--- config.mk ---
export PLATFORM = sky130hd
export DESIGN_NAME = trap_ctrl
export DESIGN_NICKNAME = d
export VERILOG_FILES = /design/src/rtl/trap_ctrl.sv
export SDC_FILE = /design/constraint.sdc
export NUM_CORES = 1
export LEC_CHECK = 0
export CAP_MARGIN = 10
export CORE_UTILIZATION = 35
export DETAILED_ROUTE_END_ITERATION = 8
export GPL_TIMING_DRIVEN = 0
export PLACE_DENSITY = 0.81
export SLEW_MARGIN = 15
export SYNTH_ARGS = -nofsm -noshare
export SYNTH_HDL_FRONTEND = slang
export SYNTH_SLANG_ARGS = --single-unit
export TNS_END_PERCENT = 100
--- constraint.sdc ---
create_clock -name clk -period 2.95 [get_ports clk]
set_input_delay 0.885 -clock clk [delete_from_list [all_inputs] [get_ports clk]]
set_output_delay 0.885 -clock clk [all_outputs]
set_load 0.005 [all_outputs]
--- src/rtl/trap_ctrl.sv ---
// trap_ctrl: sequences exception/interrupt entry and mret return into CSR writes and a fetch redirect
module trap_ctrl (
    input  logic        clk,
    input  logic        reset,
    input  logic        exc_valid,
    input  logic [30:0] exc_cause,
    input  logic [31:0] exc_pc,
    input  logic [31:0] exc_val,
    input  logic        mret_req,
    input  logic [31:0] int_pc,
    input  logic [31:0] mtvec_in,
    input  logic [31:0] mepc_in,
    input  logic        mstatus_mie_in,
    input  logic        mstatus_mpie_in,
    input  logic        mip_msip_in,
    input  logic        mip_mtip_in,
    input  logic        mip_meip_in,
    input  logic        mie_msie_in,
    input  logic        mie_mtie_in,
    input  logic        mie_meie_in,
    output logic        trap_mie,
    output logic        trap_mpie,
    output logic [31:0] trap_pc_in,
    output logic        trap_int,
    output logic [30:0] trap_cause,
    output logic [31:0] trap_val,
    output logic        trap_wr_en,
    output logic        mret_wr_en,
    output logic        redirect_valid,
    output logic [31:0] redirect_pc,
    output logic        stall
);
    typedef enum logic [1:0] {IDLE, TRAP, MRET, REDIR} state_t;
    state_t state, state_nxt;
    logic irq;
    logic [30:0] irq_cause;
    logic [31:0] base, target;

    assign irq = mstatus_mie_in & ((mip_meip_in & mie_meie_in) | (mip_msip_in & mie_msie_in) |
                                   (mip_mtip_in & mie_mtie_in));
    assign irq_cause = (mip_meip_in & mie_meie_in) ? 31'd11 :
                       (mip_msip_in & mie_msie_in) ? 31'd3 : 31'd7;
    assign base   = {mtvec_in[31:2], 2'b00};
    assign target = (mtvec_in[1:0] == 2'b01 && trap_int) ? base + {trap_cause[29:0], 2'b00} : base;

    assign trap_wr_en     = state == TRAP;
    assign mret_wr_en     = state == MRET;
    assign redirect_valid = state == REDIR;
    assign stall          = state != IDLE;

    always_ff @(posedge clk or negedge reset) begin
        if (!reset) state <= IDLE;
        else        state <= state_nxt;
    end

    always_comb begin
        state_nxt = IDLE;
        if (state == IDLE)
            state_nxt = exc_valid ? TRAP : mret_req ? MRET : irq ? TRAP : IDLE;
        else if (state != REDIR)
            state_nxt = REDIR;
    end

    always_ff @(posedge clk or negedge reset) begin
        if (!reset) begin
            trap_mie    <= 1'b0;
            trap_mpie   <= 1'b0;
            trap_pc_in  <= '0;
            trap_int    <= 1'b0;
            trap_cause  <= '0;
            trap_val    <= '0;
            redirect_pc <= '0;
        end else begin
            if (state == IDLE && (exc_valid || (!mret_req && irq))) begin
                trap_mie   <= 1'b0;
                trap_mpie  <= mstatus_mie_in;
                trap_int   <= !exc_valid;
                trap_cause <= exc_valid ? exc_cause : irq_cause;
                trap_pc_in <= exc_valid ? exc_pc : int_pc;
                trap_val   <= exc_valid ? exc_val : 32'd0;
            end else if (state == IDLE && mret_req) begin
                trap_mie  <= mstatus_mpie_in;
                trap_mpie <= 1'b1;
            end
            // redirect target is latched from the CSR values seen during the write cycle
            if (state == TRAP) redirect_pc <= target;
            if (state == MRET) redirect_pc <= mepc_in;
        end
    end
endmodule

After elaboration in Yosys (flattened, before gate mapping)
Cells that the tools add are included.

Bits in registers: 132. Input port bits: 203.

$add $sub $neg: 1. Equal/unequal tests: 5. Mux-type cells: 17. Bitwise logic cells: 6. Reduce and logical (&&, ||, !) cells: 11.

Operators by type and width (number): $mux W32 (5); $add A32 B32 Y32 (1); $mux W31 (1); $mux W2 (4); $reduce_bool A2 Y1 (3); $mux W1 (5); $and A1 B1 Y1 (4); $eq A2 B1 Y1 const B (2); $eq A2 B2 Y1 const B (2); $logic_and A1 B1 Y1 (4); $mux W4 (1); $mux W3 (1); $logic_not A1 Y1 (2); $logic_not A2 Y1 (1); $ne A2 B2 Y1 const B (1); $or A1 B1 Y1 (2); $logic_or A1 B1 Y1 (1).

Depth between registers and ports, before layout
Gate-level depths: netlist (run 1).

Depth in word-level cells: 8. Mapped depth: 10. Depth with buffers taken out: 9.

Worst setup path after synthesis (run 1)
Ideal clock, no wire load.

Path type: input port to flip-flop. Start point: input mtvec_in[8]. End point: register redirect_pc[27]. Setup time: 0.137 ns. Arrival time: 2.819 ns. Data required time: 2.813 ns. Path slack: -0.006 ns. Stages: 9. Path buffers: 1. Cell sequence: ha_1 clkbuf_1 a21o_1 a211oi_2 o21bai_1 or3_4 a221oi_4 mux2i_1 o211ai_2.

Word-level cells in the longest chain between the ends: 4.

Ends and longest elaborated chain: start, declared (RTL line 11) `input logic [31:0] mtvec_in,`; $add A32 B32 Y32 (RTL line 44) `assign target = (mtvec_in[1:0] == 2'b01 && trap_int) ? base + {trap_cause[29:0], 2'b00} : base;`; $mux W32 (RTL line 44); $mux W32 (RTL line 86) `if (state == TRAP) redirect_pc <= target;`; $mux W32 (RTL line 87) `if (state == MRET) redirect_pc <= mepc_in;`; end signal, assigned (RTL line 86); end signal, assigned (RTL line 87); end, declared (RTL line 30) `output logic [31:0] redirect_pc,`.

No other way between the ends. The select of a mux whose other input is x is not followed. A chain may end at the register's enable or synchronous reset.

Final worst setup path (run 1)
Start point: input mtvec_in[9]. End point: register redirect_pc[27].

The elaborated chain is that of the path after synthesis.

==> reports/qor.yml, run 1 <==
cp-start-kind: "input port"
status: "completed"
vias: 8385
synth_top_family_by_area: "simple AND/OR/NAND/NOR gates"
synth_cell_types: 54
synth-main-ff-cell: "dfrtp_1"
worst_slack_ns: 0.0631
max-slew-margin-rel: 0.468
numClockSinks: 132
maxClockFrequency_mhz: 346
hold_viol_final: 0
final_cell_mix: "clkdlybuf4s50_1, nand2_1, dfrtp_1"
finalNetCount: 1502
crit_path_max_fanout: 7
synth_fa_ha_area_frac: 0.0566
synth_fp_nets: 1148
post_drt_wl_per_cell_um: 19.0
cts_buffers: 17
yosys.area_share.simple: 0.210
synth.cell_area_mm2: 0.00765
cts_tree: "built"
p_total_mw: 12.3
drtIter0Drc: 469
via_per_inst: 5.40
syn2layout_area_growth_pct: 59.4
skew_ns: 0.0113
cts_hold_repair.buffers: 0
ir_drop_mv: 0.471
cts_max_path_buffers: 2
dieArea_mm2: 0.0225
wirelength_um: 29400
grt-ovfl-total: 0
std_cell_rows: 53
clkTransAtPathRegs_ns: 0.07
yosys_warnings: 0
slew_violations: 0
ys_async_sr_fraction: 1.00
remaining_drc_errors: 0
finalInstanceArea_mm2: 0.0122
rsz0062_at_grt: "yes"
grt_start_max_net_pins: 75
grt_pass1_wl_um: 44300
fin_crit_ns: 2.89
synthMuxAreaShare: 0.0611
ys_ff_latch: 132
synth_xor_area_frac: 0.0217
required_ns: 3.26
io_buffers: 336
p_leak_nw: 5.25
postSynthAreaPerCell_um2: 8.40
clk-insertion-delay-late_ns: 0.43
maxCapViolCount: 0
drive_gt1_frac: 0.0689
track_usage: 0.259
cts.root.buffer_cell: "clkbuf_16"
firstDrtPassIters: 5
place_area_mm2: 0.0114
hold_class: "in2async"
worstSetupPathType: "in2reg"
fin_crit_sh: 0.979
worst_pin_slew_ns: 0.798
synth_cells: 911
powerDensity_mw_per_mm2: 1010
ios: 337
dp_hpwl_um: 22500
synth_edf_count: 0
arrival_ns: 3.19
die_w_um: 150
synth.yosys.seq_area_share: 0.432
fp.dieH_um: 150
ant_nets: 0
start_util: 0.361
n_antenna_cell: 0
place_ws_ns: -0.873
ctsHtreeMaxLevel: 4
antenna_found_initial: 0
layout_commonest_cell: "clkdlybuf4s50_1"
gp_routability_congestion: 0.924
core_mm2: 0.0212
grt_pass1_vias: 8418
fillers: 1906
crit_path_end_kind: "flop"
setup_viol: 0
synth_compound_area_frac: 0.181
-- Yosys cell counts, drive strengths merged, types with 2 or more instances --
cell type	number	area share
nor2b	3	0.0025
ha	33	0.054
dfrtp	132	0.43
nand4	9	0.0074
and2	5	0.0041
o211ai	16	0.016
mux2i	40	0.052
a311o	3	0.0039
a21o	8	0.0082
xor2	7	0.0080
xnor2	12	0.014
a31oi	6	0.0049
a21oi	86	0.056
inv	18	0.0088
buf	4	0.0020
o21ai	62	0.041
nand3	77	0.050
nor3	8	0.0052
o21bai	4	0.0039
nor4	2	0.0016
nor2	74	0.036
mux2	6	0.0088
o31ai	3	0.0029
nand2b	2	0.0016
and3	3	0.0025
a221oi	2	0.0046
o31a	3	0.0034
o21a	10	0.0098
o22ai	3	0.0025
a21boi	3	0.0029
nand2	184	0.090
clkbuf	55	0.027
or3	3	0.0031
a211oi	11	0.011
-- final timing paths --
path	from	endpoint	slack [ns]	depth (start not counted)
min in group clk	trap_val[12]	trap_val[12]	0.50	2
setup reg to reg	trap_cause[1]	redirect_pc[27]	0.23	9
hold reg to reg	trap_val[12]	trap_val[12]	0.50	2
hold / removal	reset	redirect_pc[30]	0.37	1
max in group asynchronous	reset	trap_val[21]	1.86	2
setup / recovery	mtvec_in[9]	redirect_pc[27]	0.06	9
-- metal layers --
layer,up-vias,track usage,part of all wire
met3,95,0.0683,0.082
met4,0,0.136,0.047
met2,422,0.449,0.49
met1,3961,0.292,0.38
li1,3907,-,-
met5,-,0,0
-- power by group --
group          internal, mW  switching [mW]
Combinational          3.44            3.42
Sequential             2.68           0.605
Clock                  1.20           0.970
-- metrics by stage --
step	hold slack [ns]	utilization	std cells	setup TNS, ns
after global routing	0.409	0.575	1553	-0.00776
after detailed placement	0.483	0.537	1523	-57.03
after global placement	0.480	0.535	1522	-626.00
final	0.368	0.575	1553	0
after CTS	0.390	0.571	1557	0
after floorplan	0.490	-	911	0
-- state kept, by name, indices dropped and copies added, names as in the netlist --
| signal | count |
|---|---|
| trap_pc_in | 32 |
| trap_int | 1 |
| trap_val | 32 |
| state | 2 |
| trap_mie | 1 |
| redirect_pc | 32 |
| trap_mpie | 1 |
| trap_cause | 31 |
-- final cells by class --
class | instances | area [um2] | share of cell area
Clock inverter | 15 | 160 | 0.0131
Inverter | 18 | 67.6 | 0.00554
Tap cell | 275 | 344 | 0.0282
Clock buffer | 17 | 425 | 0.0349
Buffer | 49 | 193 | 0.0158
Timing Repair Buffer | 345 | 3450 | 0.283
Sequential cell | 132 | 3300 | 0.271
Multi-Input combinational cell | 702 | 4260 | 0.349
-- timing repair --
item	4_1_cts	5_1_grt
gates cloned	0	0
resized for setup	31	25
setup endpoints to repair	72	34
buffers inserted	5	3
pin swaps	8	9
-- logic make-up (layout without fill, tap and decap cells) --
family / after synthesis / in the layout
fa+ha+maj: 34 / 34
flops: 132 / 132
buf+inv: 77 / 444
simple gates: 375 / 375
compound gates: 228 / 228
mux: 46 / 46
xor+xnor: 19 / 19
-- worst max-delay path, cell delays in order --
cell and delay (ns):
clkdlybuf4s50_1 0.46, ha_1 0.41, o21ai_1 0.14, o21bai_1 0.13, or3_4 0.41, a221oi_4 0.30, buf_6 0.17, mux2i_1 0.21
o211ai_2 0.08
No activity file was read; power rests on OpenSTA's default activity.
==> inputs of run 2 (changes only) <==
ABC_AREA = 1   (was default)
PLACE_DENSITY = 0.8   (was 0.81)
==> reports/qor.yml, run 2 <==
status: "completed"
synth_top_cell_by_area: "dfrtp_1"
antenna_found_initial: 0  # unchanged
required_ns: 3.25  # about the same
path_buf_inv: 1  # -1
synth_cells: 1061  # +16%
fillers: 2064  # +8.3%
p_int_mw: 7.28  # -0.72%
dieArea_mm2: 0.0234  # +4.2%
cp_top_family: "simple AND/OR/NAND/NOR gates"
setup_tns_ns: 0  # unchanged
finalInstanceArea_mm2: 0.0123  # +0.99%
start_util: 0.361  # about the same
clk-insertion-delay-late_ns: 0.43  # about the same
crit_chain: "clkdlybuf4s50_1 -> ha_1 -> fa_1 -> nand3_1 -> nand3_2 -> nand2_1 -> nand2_2 -> or2_2 -> nand3_1 -> a21oi_1 -> o21ai_0 -> nand2_1"
remaining_drc_errors: 0  # unchanged
p_sw_frac: 0.415  # +0.00989
met2_usage: 0.463  # +0.0147
busiest_layer: "met2"
cp_slowest_cell: "fa_1"
post_drt_wl_per_cell_um: 17.7  # -6.4%
rr_startpoint: "trap_cause[0]"
clkTransAtPathRegs_ns: 0.07  # about the same
cts_buffers: 17  # unchanged
synth-main-ff-cell: "dfrtp_1"
syn2layout_area_growth_pct: 54.5
core_mm2: 0.0221  # +4.1%
ios: 337  # unchanged
crit_cells: 12  # +3
p_seq_frac: 0.268  # about the same
hold_class: "in2async"
drive_gt1_frac: 0.0650  # -0.00382
p_sw_mw: 5.17  # +3.4%
cts_max_path_buffers: 2  # unchanged
ctsHtreeMaxLevel: 4  # unchanged
worst_pin_slew_ns: 0.642  # -0.156 ns
hold_viol_final: 0  # unchanged
synth.yosys.seq_area_share: 0.414  # -0.0175
fin_crit_ns: 2.75  # -0.134 ns
powerDensity_mw_per_mm2: 1010  # about the same
wirelength_um: 30300  # +3.1%
vias: 8533  # +1.8%
ant_nets: 0  # unchanged
finalNetCount: 1654  # +10%
synth_area_leaders: "dfrtp_1, nand2_1, a22o_1"
worstReg2RegEnd: "redirect_pc[10]"
io_buffers: 335  # -0.30%
seqCellArea_mm2: 0.00330  # unchanged
crit_path_end_kind: "flop"
std_cell_rows: 54  # +1.9%
yosys_warnings: 0  # unchanged
crit_path_max_fanout: 5  # -2
cp-start-kind: "input port"
p_leak_nw: 5.93  # +13%
r2r_cells: 11  # +2
arrival_ns: 3.05  # -0.14 ns
drtIter0Drc: 482  # +2.8%
skew_ns: 0.0119  # +0.000588 ns
fin_cells: 1710  # +10%
ir_drop_mv: 0.441  # -6.6%
setup_viol: 0  # unchanged
rsz0062_at_grt: "no"
dp_cells: 1678  # +10%
maxCapViolCount: 0  # unchanged
gp_routability_congestion: 0.929  # +0.55%
track_usage: 0.263  # +0.00403
multiInputGateArea_mm2: 0.00405  # -5.0%
grt_pass1_vias: 8609  # +2.3%
die_w_um: 153  # +2.1%
maxClockFrequency_mhz: 363  # +4.9%
synth.most_common_cell: "nand2_1"
max-slew-margin-rel: 0.572  # +0.104
grt_pass1_wl_um: 47300  # +6.9%
via_per_inst: 4.99  # -7.6%
synth_edf_count: 0  # unchanged
cts_hold_repair.buffers: 0  # unchanged
cts_resized: 0  # -100%
synth_cell_types: 43  # -20%
layout_commonest_cell: "nand2_1"
firstDrtPassIters: 5  # unchanged
n_antenna_cell: 0  # unchanged
numClockSinks: 132  # unchanged
ys_ff_latch: 132  # unchanged
cts_tree: "built"
final_cell_mix: "nand2_1, clkdlybuf4s50_1, dfrtp_1"
cts.root.buffer_cell: "clkbuf_16"
place_area_mm2: 0.0117  # +3.0%
ys_async_sr_fraction: 1.00  # unchanged
clockPowerShare: 0.176  # about the same
grt_start_max_net_pins: 55  # -27%
slew_violations: 0  # unchanged
synth.cell_area_mm2: 0.00798  # +4.2%
synth_top_area_share: 0.414  # -0.0175
dp_hpwl_um: 24400  # +8.6%
postSynthAreaPerCell_um2: 7.52  # -11%
fp.dieH_um: 153  # +2.1%
met1_usage: 0.320  # +0.0279
fin_crit_sh: 0.933  # -0.0456
ff2ff_setup_slack_ns: 0.71  # +0.48 ns
critPathMaxStageDelay_ns: 0.45  # about the same
worstSetupPathType: "in2reg"
grt-ovfl-total: 0  # unchanged
largestRegisters: "redirect_pc x32, trap_pc_in x32, trap_val x32"
postCtsSetupBuffers: 0  # -5
combPwrFrac: 0.556  # about the same
synth_fp_nets: 1298  # +13%
met3_usage: 0.0573  # -0.0110
synthTopCellsByCount: "nand2_1, dfrtp_1, nor2_1, inv_1, a22o_1"
-- run 2: cell types whose count changed after synthesis, moves of 27 or more --
| cell | delta |
|---|---|
| a21oi_1 | -35 |
| mux2i_1 | -40 |
| a31oi_1 | +27 |
| nand2_1 | +165 |
| nand3_1 | -32 |
| clkbuf_1 | -32 |
| inv_1 | +80 |
| nor2_1 | +42 |
| o21ai_0 | -33 |
| a22o_1 | +60 |
-- run 2: metrics by stage --
stage	setup WS (ns)	hold WS, ns	power [mW]	util
3_5_place_dp	-0.237	0.465	10.3	0.531
4_1_cts	0.200	0.312	12.5	0.558
6_report	0.198	0.312	12.4	0.558
2_1_floorplan	0.450	0.472	6.88	-
3_3_place_gp	-4.33	0.463	10.1	0.529
5_1_grt	0.0321	0.317	13.4	0.558
-- run 2: how the worst max path moves through the flow --
stage                start               to  slack, ns
2_1_floorplan  mtvec_in[2]  redirect_pc[10]       0.45
3_3_place_gp         reset   trap_pc_in[16]      -4.33
3_5_place_dp   mtvec_in[2]  redirect_pc[10]      -0.24
4_1_cts           state[0]       mret_wr_en       0.20
5_1_grt        mtvec_in[2]  redirect_pc[16]       0.03
6_report       mtvec_in[2]  redirect_pc[10]       0.20
-- run 2: final cells by class --
type	instances	share of cell area
Sequential cell	132	0.268
Timing Repair Buffer	337	0.277
Tap cell	280	0.0284
Clock inverter	15	0.0130
Multi-Input combinational cell	780	0.329
Inverter	106	0.0323
Buffer	43	0.0185
Clock buffer	17	0.0345
-- run 2: logic make-up after synthesis --
| group | synth area share |
|---|---|
| buffers and inverters | 0.0784 |
| adder cells (fa/ha/maj) | 0.0543 |
| flip-flops | 0.414 |
| AND/OR/NAND/NOR | 0.283 |
| XOR/XNOR | 0.0132 |
| AO/OA/AOI/OAI | 0.157 |
-- run 2: metal layers --
metal,up-vias,part of all wire
met5,-,0
met4,0,0.025
met3,42,0.064
met2,323,0.49
met1,3997,0.42
li1,4171,-
-- run 2: power groups by stage --
stage | clock network [mW] | registers (mW) | logic [mW]
6_report | 2.19 | 3.33 | 6.92
5_1_grt | 2.29 | 3.44 | 7.64
4_1_cts | 2.22 | 3.34 | 6.94
3_5_place_dp | 0 | 3.35 | 6.91
3_3_place_gp | 0 | 3.33 | 6.77
2_1_floorplan | 0 | 3.26 | 3.62
==> inputs of run 3 (changes only) <==
CORE_ASPECT_RATIO = 2   (was default)
TNS_END_PERCENT = default   (was 100)
==> reports/qor.yml, run 3 (same netlist as run 2, synthesis figures left out) <==
worst_slack_ns: 0.192  # -0.00519 ns
clkTransAtPathRegs_ns: 0.06  # about the same
fillers: 2030  # -1.6%
dp_cells: 1673  # -0.30%
layout_commonest_cell: "nand2_1"
finalNetCount: 1653  # -0.060%
track_usage: 0.289  # +0.0256
hold_viol_final: 0  # unchanged
post_drt_wl_per_cell_um: 19.5  # +9.8%
remaining_drc_errors: 0  # unchanged
crit_chain: "clkdlybuf4s50_1 -> ha_1 -> fa_2 -> nand3_1 -> nand3_2 -> nand2_1 -> nand2_2 -> or2_2 -> nand3_1 -> a21oi_1 -> o21ai_0 -> nand2_1"
fp.dieH_um: 216  # +41%
place_ws_ns: -0.364  # -0.127 ns
numClockSinks: 132  # unchanged
start_util: 0.358  # -0.00262
firstDrtPassIters: 5  # unchanged
largestRegisters: "redirect_pc x32, trap_pc_in x32, trap_val x32"
drive_gt1_frac: 0.0624  # -0.00267
slew_violations: 0  # unchanged
wirelength_um: 33200  # +9.3%
ant_nets: 0  # unchanged
cts_max_path_buffers: 2  # unchanged
syn2layout_area_growth_pct: 53.9
cts_tree: "built"
ios: 337  # unchanged
p_sw_mw: 5.22  # +0.96%
worst_pin_slew_ns: 0.846  # +0.204 ns
p_total_mw: 12.5  # +0.73%
powerDensity_mw_per_mm2: 1020  # +1.1%
die_w_um: 109  # -29%
ctsHtreeMaxLevel: 4  # unchanged
io_buffers: 335  # unchanged
grt_start_max_net_pins: 95  # +73%
vias: 8649  # +1.4%
rsz0062_at_grt: "no"
max-slew-margin-rel: 0.436  # -0.136
p_leak_nw: 5.90  # -0.47%
n_antenna_cell: 0  # unchanged
maxClockFrequency_mhz: 363  # -0.19%
cts.root.buffer_cell: "clkbuf_16"
grt-ovfl-total: 0  # unchanged
clockPowerShare: 0.170  # -0.006
std_cell_rows: 77  # +43%
postCtsSetupBuffers: 0  # unchanged
fin_cells: 1703  # -0.41%
grt_pass1_wl_um: 49000  # +3.5%
p_seq_frac: 0.265  # -0.003
hold_class: "in2async"
core_mm2: 0.0223  # +0.73%
rr_startpoint: "trap_cause[0]"
worstSetupPathType: "in2reg"
fin_hold_ws_ns: 0.327  # +0.0145 ns
status: "completed"
p_int_mw: 7.32  # +0.57%
antenna_found_initial: 0  # unchanged
ir_drop_mv: 0.522  # +18%
crit_path_end_kind: "flop"
arrival_ns: 3.08  # +0.03 ns
dieArea_mm2: 0.0234  # +0.16%
crit_path_max_fanout: 5  # unchanged
grt_pass1_vias: 8752  # +1.7%
via_per_inst: 5.08  # +1.8%
drtIter0Drc: 468  # -2.9%
gp_routability_congestion: 0.939  # +1.1%
cp_slowest_cell: "clkdlybuf4s50_1"
setup_viol: 0  # unchanged
cts_buffers: 17  # unchanged
dp_hpwl_um: 26900  # +10%
fin_crit_ns: 2.76  # +0.00519 ns
critPathMaxStageDelay_ns: 0.42  # -0.03 ns
maxCapViolCount: 0  # unchanged
clk-insertion-delay-late_ns: 0.44  # about the same
final_cell_mix: "nand2_1, clkdlybuf4s50_1, dfrtp_1"
fin_crit_sh: 0.935  # +0.00176
combPwrFrac: 0.565  # +0.009
skew_ns: 0.00991  # -0.00199 ns
final_util: 0.552  # -0.00624
cp-start-kind: "input port"
startpoint: "mtvec_in[2]"
required_ns: 3.27  # +0.02 ns
p_sw_frac: 0.416  # +0.000951
==> run 3: critical path, delay by kind of cell <==
kind,cells,cell delay [ns]
adder cells (fa/ha/maj),2,0.66
AND/OR/NAND/NOR,7,0.88
AO/OA/AOI/OAI,2,0.22
buffers and inverters,1,0.42
==> run 3: worst paths after layout <==
kind                                        end  slack [ns]  cells past startpoint
max in group asynchronous         trap_pc_in[9]        1.81                      2
worst min register to register  redirect_pc[10]        0.48                      2
worst min-delay path              trap_cause[8]        0.33                      1
min in group clk                redirect_pc[10]        0.48                      2
worst max-delay path            redirect_pc[10]        0.19                     12
worst max register to register  redirect_pc[10]        0.67                     11
==> run 3: metal layers <==
metal	vias up	routed length, um	global-route usage
met1	3995	11000	0.275
met3	96	1940	0.0550
met2	380	17900	0.533
li1	4178	-	-
met5	-	0	0
met4	0	2300	0.208
==> run 3: power groups by stage <==
stage | registers [mW] | clock network, mW | logic [mW]
detailed placement | 3.33 | 0 | 7.06
floorplan | 3.26 | 0 | 3.62
CTS | 3.31 | 2.14 | 7.12
finish | 3.32 | 2.13 | 7.09
global route | 3.40 | 2.22 | 7.75
global placement | 3.29 | 0 | 6.95
==> run 3: metrics by stage <==
stage / setup TNS (ns) / instance area [um2]
2_1_floorplan: 0 / 7980
3_5_place_dp: -3.27 / 11700
6_report: 0 / 12300
5_1_grt: 0 / 12300
3_3_place_gp: -579.56 / 11700
4_1_cts: 0 / 12300
==> run 3: cell type report <==
type                            count  area (um2)  share of cell area
Tap cell                          276         345              0.0281
Multi-Input combinational cell    780        4050               0.330
Clock inverter                     11         130              0.0106
Sequential cell                   132        3300               0.269
Inverter                          106         398              0.0324
Clock buffer                       19         433              0.0353
Buffer                             43         228              0.0186
Timing Repair Buffer              336        3390               0.276
==> run 3: timing repair <==
| action | 4_1_cts | 5_1_grt |
|---|---|---|
| resized for setup | 0 | 1 |
| endpoints found under the setup margin | 0 | 1 |
| hold buffers | 0 | 0 |
